**src/rtl/bw_seq_multiplier.sv**
```systemverilog
// Sequential Baugh-Wooley multiplier: one partial-product row per clock,
// signed or unsigned per operation, 2*WIDTH-bit product with a one-cycle valid pulse.
module bw_seq_multiplier #(
    parameter int WIDTH = 8,
    parameter int CW    = $clog2(WIDTH) + 1
) (
    input  logic                 clk,
    input  logic                 rst,
    input  logic                 start,
    input  logic                 sgn,
    input  logic [WIDTH-1:0]     X,
    input  logic [WIDTH-1:0]     Y,
    output logic                 ready,
    output logic                 valid,
    output logic [2*WIDTH-1:0]   P
);

    localparam logic [2*WIDTH-1:0] ONE_C    = {{(2*WIDTH-1){1'b0}}, 1'b1};
    localparam logic [2*WIDTH-1:0] CORR_C   = (ONE_C << WIDTH) | (ONE_C << (2*WIDTH-1));
    localparam logic [WIDTH-1:0]   MSB_C    = {1'b1, {(WIDTH-1){1'b0}}};
    localparam logic [WIDTH-1:0]   LOW_C    = {1'b0, {(WIDTH-1){1'b1}}};
    localparam logic [CW-1:0]      LAST_ROW = CW'(WIDTH - 1);

    typedef enum logic [1:0] {IDLE, RUN, FIN} state_t;

    state_t               state_r;
    logic [WIDTH-1:0]     x_r;
    logic [WIDTH-1:0]     y_r;
    logic                 sgn_r;
    logic [2*WIDTH-1:0]   acc_r;
    logic [CW-1:0]        row_r;
    logic                 ready_r;
    logic                 valid_r;
    logic [2*WIDTH-1:0]   p_r;

    logic [WIDTH-1:0]     y_shift_s;
    logic [WIDTH-1:0]     pp_s;
    logic [2*WIDTH-1:0]   acc_next_s;

    // One row of Baugh-Wooley cells: AND terms, with NAND on the cells where
    // exactly one index is the sign position (the sign-by-sign cell stays AND).
    function automatic logic [WIDTH-1:0] bw_row(input logic [WIDTH-1:0] x,
                                                input logic y_bit,
                                                input logic signed_mode,
                                                input logic last_row);
        logic [WIDTH-1:0] terms;
        terms = x & {WIDTH{y_bit}};
        if (signed_mode) begin
            terms = terms ^ (last_row ? LOW_C : MSB_C);
        end else begin
            terms = terms;
        end
        return terms;
    endfunction

    // Current row's terms, aligned to weight 2^row and summed into the accumulator.
    always_comb begin
        y_shift_s  = y_r >> row_r;
        pp_s       = bw_row(x_r, y_shift_s[0], sgn_r, (row_r == LAST_ROW));
        acc_next_s = acc_r + ({{WIDTH{1'b0}}, pp_s} << row_r);
    end

    // Control FSM, operand capture, accumulation and registered outputs.
    always_ff @(posedge clk) begin
        if (rst) begin
            state_r <= IDLE;
            x_r     <= {WIDTH{1'b0}};
            y_r     <= {WIDTH{1'b0}};
            sgn_r   <= 1'b0;
            acc_r   <= {(2*WIDTH){1'b0}};
            row_r   <= {CW{1'b0}};
            ready_r <= 1'b1;
            valid_r <= 1'b0;
            p_r     <= {(2*WIDTH){1'b0}};
        end else begin
            valid_r <= 1'b0;
            case (state_r)
                IDLE: begin
                    if (start) begin
                        x_r     <= X;
                        y_r     <= Y;
                        sgn_r   <= sgn;
                        acc_r   <= {(2*WIDTH){1'b0}};
                        row_r   <= {CW{1'b0}};
                        ready_r <= 1'b0;
                        state_r <= RUN;
                    end else begin
                        ready_r <= 1'b1;
                    end
                end
                RUN: begin
                    acc_r <= acc_next_s;
                    if (row_r == LAST_ROW) begin
                        state_r <= FIN;
                    end else begin
                        row_r <= row_r + CW'(1);
                    end
                end
                FIN: begin
                    // Sign-mode correction folds in the constant ones of the BW array.
                    p_r     <= sgn_r ? (acc_r + CORR_C) : acc_r;
                    valid_r <= 1'b1;
                    ready_r <= 1'b1;
                    state_r <= IDLE;
                end
                default: begin
                    ready_r <= 1'b1;
                    state_r <= IDLE;
                end
            endcase
        end
    end

    assign ready = ready_r;
    assign valid = valid_r;
    assign P     = p_r;

endmodule

```
**config.mk**
```make
export PLATFORM = sky130hd
export DESIGN_NAME = bw_seq_multiplier
export DESIGN_NICKNAME = d
export VERILOG_FILES = /design/src/rtl/bw_seq_multiplier.sv
export SDC_FILE = /design/constraint.sdc
export NUM_CORES = 1
export LEC_CHECK = 0
export BUFFER_PORTS_ARGS = -buffer_cell sky130_fd_sc_hd__buf_4
export CAP_MARGIN = 15
export CELL_PAD_IN_SITES_DETAIL_PLACEMENT = 2
export CELL_PAD_IN_SITES_GLOBAL_PLACEMENT = 2
export CORE_ASPECT_RATIO = 0.7
export CORE_MARGIN = 4
export CORE_UTILIZATION = 32
export CTS_BUF_LIST = sky130_fd_sc_hd__clkbuf_4 sky130_fd_sc_hd__clkbuf_8
export CTS_CLUSTER_SIZE = 24
export DETAILED_ROUTE_END_ITERATION = 10
export PLACE_DENSITY_LB_ADDON = 0.2
export SETUP_SLACK_MARGIN = 0.4
export SKIP_LAST_GASP = 1
export SLEW_MARGIN = 10
export SYNTH_ARGS = -nofsm -noshare
export SYNTH_HDL_FRONTEND = slang
export SYNTH_SLANG_ARGS = --single-unit
```
**constraint.sdc**
```tcl
create_clock -name clk -period 3.3 [get_ports clk]
set_clock_uncertainty 0.1 [all_clocks]
set_input_delay 0 -clock clk [delete_from_list [all_inputs] [get_ports clk]]
set_output_delay 0 -clock clk [all_outputs]
set_load 0.02 [all_outputs]
```
# Word level (Yosys, flattened, before mapping)
# Index checks and enable logic that the tools add are counted.
# W data, S select, Z words.
[op_classes]
addsub = 3
n_mul = 0
n_div = 0
n_lt_le_gt_ge = 0
eq_ne = 6
n_shift = 2
muxes = 14
bitwise_logic = 2
n_reduce_logical = 6
[op_table]
columns = ["operator", "count"]
rows = [
  ["$mux W16", 2],
  ["$pmux W16 S2", 1],
  ["$add A16 B16 Y16", 1],
  ["$add A16 B16 Y16 const B", 1],
  ["$mux W8", 2],
  ["$shl A8 B4 Y16", 1],
  ["$and A8 B8 Y8", 1],
  ["$mux W4", 2],
  ["$pmux W4 S2", 1],
  ["$shr A8 B4 Y1", 1],
  ["$xor A8 B8 Y8", 1],
  ["$ne A2 B2 Y1 const B", 3],
  ["$reduce_and A2 Y1", 3],
  ["$add A4 B1 Y4 const B", 1],
  ["$eq A4 B3 Y1 const B", 1],
  ["$mux W2", 2],
  ["$pmux W2 S2", 1],
  ["$reduce_and A3 Y1", 1],
  ["$eq A2 B1 Y1 const B", 1],
  ["$eq A2 B2 Y1 const B", 1],
  ["$logic_not A2 Y1", 1],
  ["$mux W1", 2],
  ["$pmux W1 S2", 1],
  ["$reduce_bool A2 Y1", 1],
]
[word_totals]
reg_bits = 57
latchBits = 0
ramBits = 0
mem_bits_ro = 0
inputBits = 20
out_inout_bits = 18
word_cells = 42
mem_count = 0

# Longest topological paths before layout
# Gate-level depths: netlist (run 1).
[logic_depth]
ltp_word = 7
mapped_depth = 15
mapped_depth_nobuf = 14

# Worst setup path before layout (run 1)
# OpenSTA, ideal clock, no wires.
[synth_path]
path_type = "reg2reg"
start = "register row_r[1]"
end = "register acc_r[14]"
t_arrival_ns = 3.374
t_required_ns = 3.105
setup_slack_ns = -0.270
stages_incl_launch_ff = 14
period_less_slack_ns = 3.570
path_cell_list = "dfxtp_1 buf_6 mux4_2 mux2_2 nand2b_1 nand2_1 o311ai_0 a21oi_1 ha_1 or4_1 o22ai_1 o211ai_1 a31o_2 a221oi_1"
[synth_between]
elab_chain_cells = 7
word_cells_on_any_way = 9
[synth_lines]
columns = ["item", "line", "source"]
rows = [
  ["start: declaration", "31", "logic [CW-1:0] row_r;"],
  ["start signal: assignment", "71", "row_r <= {CW{1'b0}};"],
  ["start signal: assignment", "84", "row_r <= {CW{1'b0}};"],
  ["start signal: assignment", "96", "row_r <= row_r + CW'(1);"],
  ["$shr A8 B4 Y1 / $eq A4 B3 Y1 (equally long branches)", "58, 59", ""],
  ["$and A8 B8 Y8 / $mux W8 (equally long branches)", "47, 49", ""],
  ["$xor A8 B8 Y8", "49", "terms = terms ^ (last_row ? LOW_C : MSB_C);"],
  ["$mux W8", "48", "if (signed_mode) begin"],
  ["$shl A8 B4 Y16 (*)", "60", "acc_next_s = acc_r + ({{WIDTH{1'b0}}, pp_s} << row_r);"],
  ["$add A16 B16 Y16 (*)", "60", ""],
  ["$pmux W16 S2 (*)", "77", "case (state_r)"],
  ["end signal: assignment", "70", "acc_r <= {(2*WIDTH){1'b0}};"],
  ["end signal: assignment", "83", "acc_r <= {(2*WIDTH){1'b0}};"],
  ["end signal: assignment", "92", "acc_r <= acc_next_s;"],
  ["end: declaration", "30", "logic [2*WIDTH-1:0] acc_r;"],
]
# Mark *: on every way between the ends. The rest lies on a longest branch, timed or not.
# A chain may end at the register's enable or synchronous reset.

# Worst setup path after layout (run 1)
# Same ends and word-level chain as after synthesis.

==> results of run 1 <==
==> worst paths after layout <==
kind,cells after the start,to,slack [ns],from
min,2,acc_r[1],0.06,rst
min reg2reg,2,P[2],0.37,P[2]
max reg2reg,14,acc_r[14],-0.69,row_r[1]
max,14,acc_r[14],-0.69,row_r[1]
==> critical path, delay by kind of cell, from the launching register on <==
| kind | cells | cell delay (ns) |
|---|---|---|
| AOI/OAI and AO/OA | 8 | 1.73 |
| muxes | 2 | 0.91 |
| DFF | 1 | 0.40 |
| and+or+nand+nor | 2 | 0.30 |
| adders and majority gates | 1 | 0.27 |
| buffers and inverters | 1 | 0.17 |
==> through the flow <==
step / utilization [%] / hold slack (ns) / setup WS [ns] / total power [mW]
floorplan: - / 0.03596 / -0.07425 / 0.8436
global placement: 42.35 / 0.1501 / -0.1883 / 0.9228
detailed placement: 42.35 / 0.1608 / -0.5034 / 0.9340
CTS: 47.98 / 0.02112 / -0.2610 / 1.592
global route: 50.11 / 0.07705 / -0.7256 / 1.695
finish: 50.11 / 0.06481 / -0.6925 / 1.642
==> power breakdown <==
group | internal [mW] | total, mW | switching, mW
registers | 0.703 | 0.724 | 0.0214
clock network | 0.326 | 0.651 | 0.324
logic | 0.117 | 0.267 | 0.150
total | 1.15 | 1.64 | 0.496
==> synth_stat cells (4+ instances only) <==
cell type  instances  share of area, %
or3_1              6               1.1
a21oi_1           45               6.4
clkbuf_1          25               2.7
a21o_1             5               1.1
and3_1             5              0.89
nor2_1            45               4.8
o211ai_1           4              0.85
nand2b_1          10               1.8
dfxtp_1           57                32
o21ai_0           25               3.5
inv_1              9              0.96
nand4_1            5              0.89
nor3_1             7              0.99
nor2b_1            5              0.89
xor2_1            12               3.0
xnor2_1           11               2.7
o21a_1             4              0.85
ha_1              17               6.0
nand2_1           76               8.1
mux2i_1            4               1.1
nand3_1            7              0.99
a211oi_1          10               2.1
a22oi_1            4              0.85
==> layout make-up <==
cell class	instances	area (µm²)	share of cell area (%)
clock inverter	3	15.01	0.2840
multi-input combinational	359	2614	49.44
timing repair buffer	137	1127	21.33
tap	148	185.2	3.503
inverter	9	33.78	0.6391
sequential	57	1146	21.68
clock buffer	12	165.2	3.124
==> placed cells by master (no fill, tap or decap), types with 4 or more instances in the layout <==
| master | netlist | layout |
|---|---|---|
| o21ai_2 | 0 | 6 |
| a21oi_2 | 0 | 5 |
| dlygate4sd3_1 | 0 | 18 |
| a21oi_1 | 45 | 37 |
| or3_1 | 6 | 6 |
| nand4_1 | 5 | 5 |
| o21a_1 | 4 | 4 |
| buf_6 | 1 | 11 |
| a21o_1 | 5 | 5 |
| buf_4 | 0 | 107 |
| o21ai_0 | 25 | 13 |
| ha_1 | 17 | 8 |
| xnor2_1 | 11 | 9 |
| a22oi_1 | 4 | 4 |
| and3_1 | 5 | 4 |
| ha_2 | 0 | 4 |
| xor2_1 | 12 | 12 |
| nor3_1 | 7 | 5 |
| a211oi_1 | 10 | 7 |
| o211ai_1 | 4 | 4 |
| clkbuf_8 | 0 | 12 |
| nand2b_1 | 10 | 8 |
| nand2_1 | 76 | 74 |
| nor2b_1 | 5 | 5 |
| dfxtp_1 | 57 | 55 |
| ha_4 | 0 | 5 |
| inv_1 | 9 | 9 |
| nand3_1 | 7 | 7 |
| nor2_1 | 45 | 44 |
==> logic make-up (layout without fill, tap and decap cells) <==
logic type / count (synthesis) / after routing
AO/OA/AOI/OAI: 127 / 127
XOR/XNOR: 23 / 23
adder cells (fa/ha/maj): 18 / 18
buffers and inverters: 37 / 161
flip-flops: 57 / 57
multiplexers: 11 / 11
AND/OR/NAND/NOR: 180 / 180
==> sequential cells by signal (all words and copies together) (netlist names) <==
name	flops
ready	1
y_r	8
x_r	8
state_r	2
P	16
valid	1
acc_r	16
sgn_r	1
row_r	4
==> metal layers <==
metal / track usage [%] / wire, µm
met5: 0 / 0
met2: 46.37 / 9801
met4: 11.73 / 963
met1: 31.08 / 8152
met3: 6.165 / 855
==> repair_timing <==
action                                 CTS  global route
pin swaps                               23            17
setup endpoints to repair               14            14
buffers inserted                         8            11
endpoints found under the hold margin   18             0
resized for setup                       45            28
hold buffers                            18             0
==> results.toml, run 1 <==
[clocking]
clock-sinks = 57
clk_pin_slew_ns = 0.08
ctsRootBufferMaster = "clkbuf_8"
cts_buffer_depth = 2
clock_latency_ns = 0.37
cts_buffers = 9
cts_tree = "built"
htreeDepth = 3

[logic_synthesis]
synth-seq-cells = 57
syn_area_mm2 = 0.003528
seq_area_frac_synth_pct = 32.34
yosys.area_share.simple_pct = 23.26
synth.distinct_cells = 57
synth_top_family_by_area = "simple AND/OR/NAND/NOR gates"
ys_warn_count = 0
synthXorXnorAreaFrac_pct = 5.709
synth-compound-area-share_pct = 22.84
syn_inst = 453
synthFlopType = "dfxtp_1"
synth_mux_area_share_pct = 5.071
synthAdderAreaFrac_pct = 6.596
synth_nets = 491
synth-async-reset-ratio_pct = 0
synth_area_per_cell_um2 = 7.789
synth_edf_count = 0

[route]
vias = 4185
drt_wl_total_mm = 19.77
antenna_left = 0
wire_per_inst_um = 27.27
drc_errors = 0
via_per_inst = 5.772
drt_iter0_drc = 219
drt_pass1_iterations = 5

[power]
power_density_mw_per_mm2 = 310.7
ir_worst_vdd_v = 0.0001467
power.leakage_nw = 2.129

[placement]
place.gp.congestion = 0.8564
post-dp-hpwl_mm = 9.984
io_buffers = 37
detailed_place.area_mm2 = 0.004468
place_inst = 673

[sta]
fin_crit_sh_pct = 121.0
timing.slew.headroom_pct = 50.85
drv_slew = 0
timing.final.ws_setup_ns = -0.6925
tightestPinTransition_ns = 0.7355
min_period_ns = 3.993
rsz0062_at_grt = "yes"
fin_tns_setup_ns = -5.268
fmax_ghz = 0.2505
hold_viol_final = 0
setup_viol = 12

[finish]
layout-drive-gt1-share_pct = 35.01
layout.nets = 611
num_antenna_cells = 0
fillerInstances = 1172
fin_cells = 725
design_area_mm2 = 0.005286
area_growth_syn_to_layout_pct = 49.82

[grt]
grt_pass1_vias = 4465
grt_pass1_wl_mm = 25.75
grt.total_usage_pct = 26.35
grt.overflow.total = 0
grt_max_degree = 55
antenna_found_initial = 0

[worst_setup_path]
crit_path_frequent_cell = "o21a_1"
crit_required_ns = 3.46
start_kind = "flip-flop"
slowest_stage = "mux4_2"
cp.arrival_ns = 4.16
crit_fanout = 4
worstPathCellList = "mux4_2 > mux2i_4 > buf_6 > nor3_4 > a21o_1 > o22a_1 > a21oi_2 > ha_1 > o21a_1 > o21a_1 > o22ai_2 > o211ai_1 > nand3_1 > a221oi_2"
critPathKind = "flip-flop to flip-flop"
worst_setup_path_end_kind = "flip-flop"
cp_slowest_stage_delay_ns = 0.62

[floorplan]
dieArea_mm2 = 0.01280
ios = 38
die_w_um = 133.5
die_h_um = 95.86
start_util_pct = 33.44
rows = 31
core_mm2 = 0.01055

[run_status]
outcome = "finished with violations"
violations = "negative setup slack"

[flow_run]
drv_cap = 0

[hold_path]
worst_hold_path_type = "primary input to flip-flop"
No activity file was read; power rests on OpenSTA's default activity.
==> run 2: changes to the inputs <==
- ABC_AREA: unset -> 1
- CORE_UTILIZATION: 32 -> 31
==> run 2 against run 1 <==
The flow still finishes with violations (negative setup slack). Count of clock-buffer cells in the layout is 1 lower. Sequential share of layout area is 2.2 points lower. Fmax is 3.6% lower. Final area is 12% higher. Core utilization is 3.8 points higher. Sequential cell count stayed put. Power is 41% higher. Largest cell class unchanged. Largest power group is now the clock network. Highest routed layer unchanged.
==> results.toml, run 2 <==
[clocking]
cts_buffer_depth = 2
clock-sinks = 57
ctsRootBufferMaster = "clkbuf_8"
htreeDepth = 3
clock_latency_ns = 0.39
cts_tree = "built"
clk_pin_slew_ns = 0.09
cts_buffers = 9

[logic_synthesis]
seq_area_frac_synth_pct = 32.85
synth_top_family_by_area = "simple AND/OR/NAND/NOR gates"
yosysMostFrequentCell = "nand2_1"
yosys.area_share.simple_pct = 31.56
synth.distinct_cells = 42
syn_inst = 510
syn_area_mm2 = 0.003473
synth_mux_area_share_pct = 0.2882
synth_area_leaders = "dfxtp_1 (33%), nand2_1 (11%), a21oi_1 (8.4%)"
synth_edf_count = 0
synth_nets = 548
synth.top_cell.area_share_pct = 32.85
synth-compound-area-share_pct = 19.52
synthAdderAreaFrac_pct = 6.700
synth_common_cells = "nand2_1 (103), nor2_1 (60), a21oi_1 (58), dfxtp_1 (57), o21ai_0 (51)"
post-synth-top-area-cell = "dfxtp_1"
synth-async-reset-ratio_pct = 0
synthXorXnorAreaFrac_pct = 1.513
synth_area_per_cell_um2 = 6.810
ys_warn_count = 0
synth-seq-cells = 57
synthFlopType = "dfxtp_1"

[grt]
grt_pass1_vias = 4891
grt.overflow.total = 0
grt_max_degree = 28
grt_pass1_wl_mm = 28.02
antenna_found_initial = 0
grt.total_usage_pct = 28.47

[worst_setup_path]
slowest_stage = "dfxtp_1"
cp.depth = 24
crit_required_ns = 3.50
crit_path_frequent_cell = "nand2_4"
rr_worst_depth = 24
start_kind = "flip-flop"
worst_setup_path_end_kind = "flip-flop"
worstPathCellList = "inv_1 > nand2_4 > nand3_4 > nand2_2 > nand2_4 > nand2_8 > buf_6 > buf_6 > nand2_2 > nand2_4 > nand2_4 > buf_4 > nand2_1 > nand3_1 > a211oi_2 > ha_1 > buf_4 > a21oi_4 > o21ai_2 > a21oi_1 > o21ai_1 > a21oi_1 > o21ai_1 > a21oi_1"
cp.arrival_ns = 4.34
critPathKind = "flip-flop to flip-flop"
crit_fanout = 7
cp_slowest_stage_delay_ns = 0.48
path_delay_family = "compound AO/OA/AOI/OAI gates"
crit_buf_inv = 5

[run_status]
violations = "negative setup slack"
outcome = "finished with violations"

[power]
power.leakage_nw = 2.560
p_switching_uw = 837.5
switching_share_pct = 36.19
clkPwrFrac_pct = 35.5
power_density_mw_per_mm2 = 391.4
ir_worst_vdd_v = 0.0004198
intPower_mw = 1.477
combPwrFrac_pct = 31.7
sequentialPowerShare_pct = 32.8
power.total_mw = 2.314

[route]
via_per_inst = 5.624
drt_pass1_iterations = 5
drt_wl_total_mm = 23.45
drt_iter0_drc = 370
vias = 4595
wire_per_inst_um = 28.70
drc_errors = 0
antenna_left = 0

[sta]
tightestPinTransition_ns = 0.9101
drv_slew = 0
hold_viol_final = 0
rsz0062_at_grt = "yes"
setup_viol = 13
fin_crit_sh_pct = 125.5
timing.slew.headroom_pct = 38.95
fmax_ghz = 0.2414
min_period_ns = 4.142
fin_tns_setup_ns = -7.275
timing.final.ws_setup_ns = -0.8423

[finish]
final_common_cell = "buf_4"
design_area_mm2 = 0.005913
layout-drive-gt1-share_pct = 47.59
num_antenna_cells = 0
area_growth_syn_to_layout_pct = 70.24
layout.nets = 697
layout_common_cells = "buf_4 (125), nand2_1 (61), dfxtp_1 (54)"
fin_cells = 817
fillerInstances = 1180

[placement]
place.gp.congestion = 0.8817
io_buffers = 37
detailed_place.area_mm2 = 0.004337
place_inst = 736
post-dp-hpwl_mm = 10.07

[hold_path]
worst_hold_path_type = "primary input to flip-flop"
hold_path_depth = 6

[floorplan]
die_h_um = 96.56
start_util_pct = 31.66
die_w_um = 134.5
dieArea_mm2 = 0.01299
ios = 38
core_mm2 = 0.01097
rows = 32

[flow_run]
drv_cap = 0
run 2: cell count changes in the layout (fill, tap and decap cells not counted), sizes merged, moves of 10 or more:
cell and delta:
nand3 +47, inv +32, nand2 +30, o21ai +29
buf +20, nor2 +17, a21oi +14, nand2b -10
run 2: worst register-to-register path, stage by stage (launching register included):
cell and delay [ns]:
dfxtp_1 0.48, inv_1 0.23, nand2_4 0.13, nand3_4 0.09, nand2_2 0.09, nand2_4 0.07, nand2_8 0.12, buf_6 0.11
buf_6 0.09, nand2_2 0.06, nand2_4 0.10, nand2_4 0.07, buf_4 0.13, nand2_1 0.11, nand3_1 0.19, a211oi_2 0.31
ha_1 0.35, buf_4 0.19, a21oi_4 0.15, o21ai_2 0.07, a21oi_1 0.18, o21ai_1 0.13, a21oi_1 0.21, o21ai_1 0.14
a21oi_1 0.17
run 2: power groups by stage:
| stage | sequential (mW) | clock [mW] | combinational (mW) |
|---|---|---|---|
| 5_1_grt | 0.760 | 0.846 | 0.759 |
| 3_3_place_gp | 0.755 | 0 | 0.357 |
| 6_report | 0.760 | 0.822 | 0.733 |
| 2_1_floorplan | 0.750 | 0 | 0.227 |
| 3_5_place_dp | 0.757 | 0 | 0.377 |
| 4_1_cts | 0.744 | 0.797 | 0.475 |
run 2: final timing paths:
check	slack, ns	startpoint	endpoint
max	-0.84	y_r[1]	acc_r[14]
min	0.28	start	x_r[3]
max reg2reg	-0.84	y_r[1]	acc_r[14]
min reg2reg	0.40	ready	ready
run 2: timing repair:
| action | in CTS | in global routing |
|---|---|---|
| endpoints found under the hold margin | 36 | 0 |
| setup buffers | 19 | 28 |
| setup endpoints to repair | 12 | 13 |
| hold buffers | 18 | 0 |
| gates resized for setup | 74 | 124 |
| pin swaps | 42 | 52 |
run 2: stage by stage:
step | utilization, % | hold WS (ns) | setup WS (ns)
3_5_place_dp | 39.53 | 0.1300 | -0.3064
5_1_grt | 53.90 | 0.3295 | -0.8836
6_report | 53.90 | 0.2830 | -0.8423
3_3_place_gp | 39.53 | 0.1226 | -0.1944
4_1_cts | 46.98 | 0.1831 | -0.07865
2_1_floorplan | - | 0.03490 | 0.1917
run 2: cell type report:
type | instances | area [µm²] | area share, %
inverter | 44 | 180.2 | 3.047
multi-input combinational | 390 | 2874 | 48.60
sequential | 57 | 1150 | 19.45
clock buffer | 11 | 151.4 | 2.560
timing repair buffer | 157 | 1289 | 21.79
clock inverter | 5 | 77.57 | 1.312
tap | 153 | 191.4 | 3.237
run 2: cell families (layout without fill, tap and decap cells):
| group | Yosys count | in the layout |
|---|---|---|
| buffers and inverters | 63 | 217 |
| DFF | 57 | 57 |
| adders and majority gates | 18 | 18 |
| muxes | 1 | 1 |
| xor gates and xnor gates | 6 | 6 |
| AOI/OAI and AO/OA | 127 | 127 |
| and+or+nand+nor | 238 | 238 |
run 2: routing by layer:
layer  part of all wire (%)  routed length, µm  GRT usage [%]  up-vias
met4                    3.6                839          9.831        0
met1                     43              10150          31.80     2330
met2                     48              11240          54.22      179
met3                    5.2               1208          6.211       70
met5                      0                  0              0        -
li1                       -                  -              -     2016
==> run 3: changes to the inputs <==
- CORE_UTILIZATION: 31 -> 30
- CTS_BUF_LIST: sky130_fd_sc_hd__clkbuf_4 sky130_fd_sc_hd__clkbuf_8 -> unset
==> run 3 against run 2 <==
Wire length is 3.9% lower. Hold slack worse by 0.069 ns. Core utilization is 3.3 points lower. Combinational power is 17% lower. Count of clock-buffer cells in the layout stayed put. Via count is 1.5% higher. Critical path type unchanged. Non-clock buffer count is 12 lower. Global-route usage is 0.18 points lower. Highest routed layer unchanged. The flow still finishes with violations (negative setup slack).
==> results.toml, run 3 (synthesis results as in run 2) <==
[grt]
grt.total_usage_pct = 28.29
antenna_found_initial = 0
grt.overflow.total = 0
grt_pass1_vias = 4972
grt_pass1_wl_mm = 29.10
grt_max_degree = 26

[sta]
fin_crit_sh_pct = 123.8
fmax_ghz = 0.2448
min_period_ns = 4.085
drv_slew = 0
setup_viol = 11
timing.slew.headroom_pct = 46.93
timing.final.ws_setup_ns = -0.7849
tightestPinTransition_ns = 0.7952
hold_viol_final = 0
rsz0062_at_grt = "yes"

[worst_setup_path]
crit_fanout = 8
cp_slowest_stage_delay_ns = 0.40
slowest_stage = "dfxtp_4"
worst_setup_path_end_kind = "flip-flop"
critPathKind = "flip-flop to flip-flop"
crit_path_frequent_cell = "nor2_1"
start_kind = "flip-flop"
crit_required_ns = 3.41
cp.arrival_ns = 4.20
worstPathCellList = "buf_12 > ha_4 > nand2_4 > nor2_8 > buf_4 > nand3_2 > nand3_1 > nand2_2 > nor2_1 > a31oi_2 > nand2_1 > o21ai_0 > ha_1 > nand2_1 > o21ai_2 > a21oi_1 > nor2_1 > nor3_2 > nor2_1 > or2_2 > nand3_1 > a21oi_1"

[route]
vias = 4665
antenna_left = 0
via_per_inst = 5.788
drc_errors = 0
drt_iter0_drc = 343
wire_per_inst_um = 27.96
drt_pass1_iterations = 5
drt_wl_total_mm = 22.53

[placement]
post-dp-hpwl_mm = 10.27
place_inst = 739
place.gp.congestion = 0.8398
detailedPlace.worstSlack_ns = -0.4341
io_buffers = 37

[floorplan]
die_w_um = 136.6
ios = 38
start_util_pct = 31.09
dieArea_mm2 = 0.01339
die_h_um = 98.03
rows = 32
core_mm2 = 0.01117

[finish]
num_antenna_cells = 0
fillerInstances = 1216
layout.nets = 686
layout_common_cells = "buf_4 (120), nand2_1 (82), dfxtp_1 (54), nor2_1 (54), a21oi_1 (42)"
final_common_cell = "buf_4"
fin_cells = 806
area_growth_syn_to_layout_pct = 62.86
layout-drive-gt1-share_pct = 40.28

[hold_path]
worst_hold_path_type = "primary input to flip-flop"

[clocking]
htreeDepth = 3
ctsRootBufferMaster = "clkbuf_16"
cts_buffers = 9
cts_tree = "built"
clock-sinks = 57
cts_buffer_depth = 2
clock_latency_ns = 0.35
clk_pin_slew_ns = 0.06

[run_status]
violations = "negative setup slack"
outcome = "finished with violations"

[power]
power_density_mw_per_mm2 = 431.4
power.total_mw = 2.440
power.leakage_nw = 2.459
ir_worst_vdd_v = 0.0004776

[flow_run]
drv_cap = 0
-- run 3: worst max-delay path, delay by kind of cell, from the launching register on --
family	cells	cell delay, ns
adder cells (fa/ha/maj)	2	0.52
buffers and inverters	2	0.27
AO/OA/AOI/OAI	5	0.66
AND/OR/NAND/NOR	13	2.01
flip-flops	1	0.40
-- run 3: repair_timing --
action / in CTS / in global routing
cloned: 1 / 0
gates resized for setup: 62 / 61
setup endpoints to repair: 13 / 14
pin swaps: 27 / 21
hold buffers: 18 / 0
buffers inserted: 15 / 17
endpoints found under the hold margin: 36 / 0
-- run 3: per-stage QoR --
stage	util (%)	setup TNS, ns	hold WS [ns]	area, µm²
2_1_floorplan	-	0	0.03490	3553
3_3_place_gp	39.02	-1.032	0.1236	4359
3_5_place_dp	39.02	-2.452	0.1302	4359
4_1_cts	46.91	-0.6161	0.1826	5240
5_1_grt	50.64	-6.415	0.2774	5657
6_report	50.64	-5.617	0.2143	5657
-- run 3: where the power goes --
group          total, mW  internal [mW]  switching [mW]
Clock               1.08          0.700           0.378
Sequential         0.752          0.717          0.0354
Combinational      0.610          0.226           0.384
-- run 3: area by class of cell --
cell class	instances	area, µm²	area share (%)
Clock buffer	11	252.7	4.468
Clock inverter	5	77.57	1.371
Inverter	44	175.2	3.097
Multi-Input combinational cell	391	2641	46.69
Sequential cell	57	1150	20.33
Tap cell	153	191.4	3.384
Timing Repair Buffer	145	1169	20.66
-- run 3: worst paths after layout --
kind             from        to  slack (ns)  cells past startpoint
max          row_r[0]  acc_r[9]       -0.78                     22
min             start     sgn_r        0.21                      6
max reg2reg  row_r[0]  acc_r[9]       -0.78                     22
min reg2reg     P[13]     P[13]        0.41                      2
-- run 3: per-layer routing --
metal / share of wire, % / track usage, % / vias up
met5: 0 / 0 / -
met2: 49 / 48.90 / 210
met3: 4.9 / 5.561 / 75
met4: 4.1 / 8.521 / 0
li1: - / - / 1989
met1: 42 / 35.45 / 2391
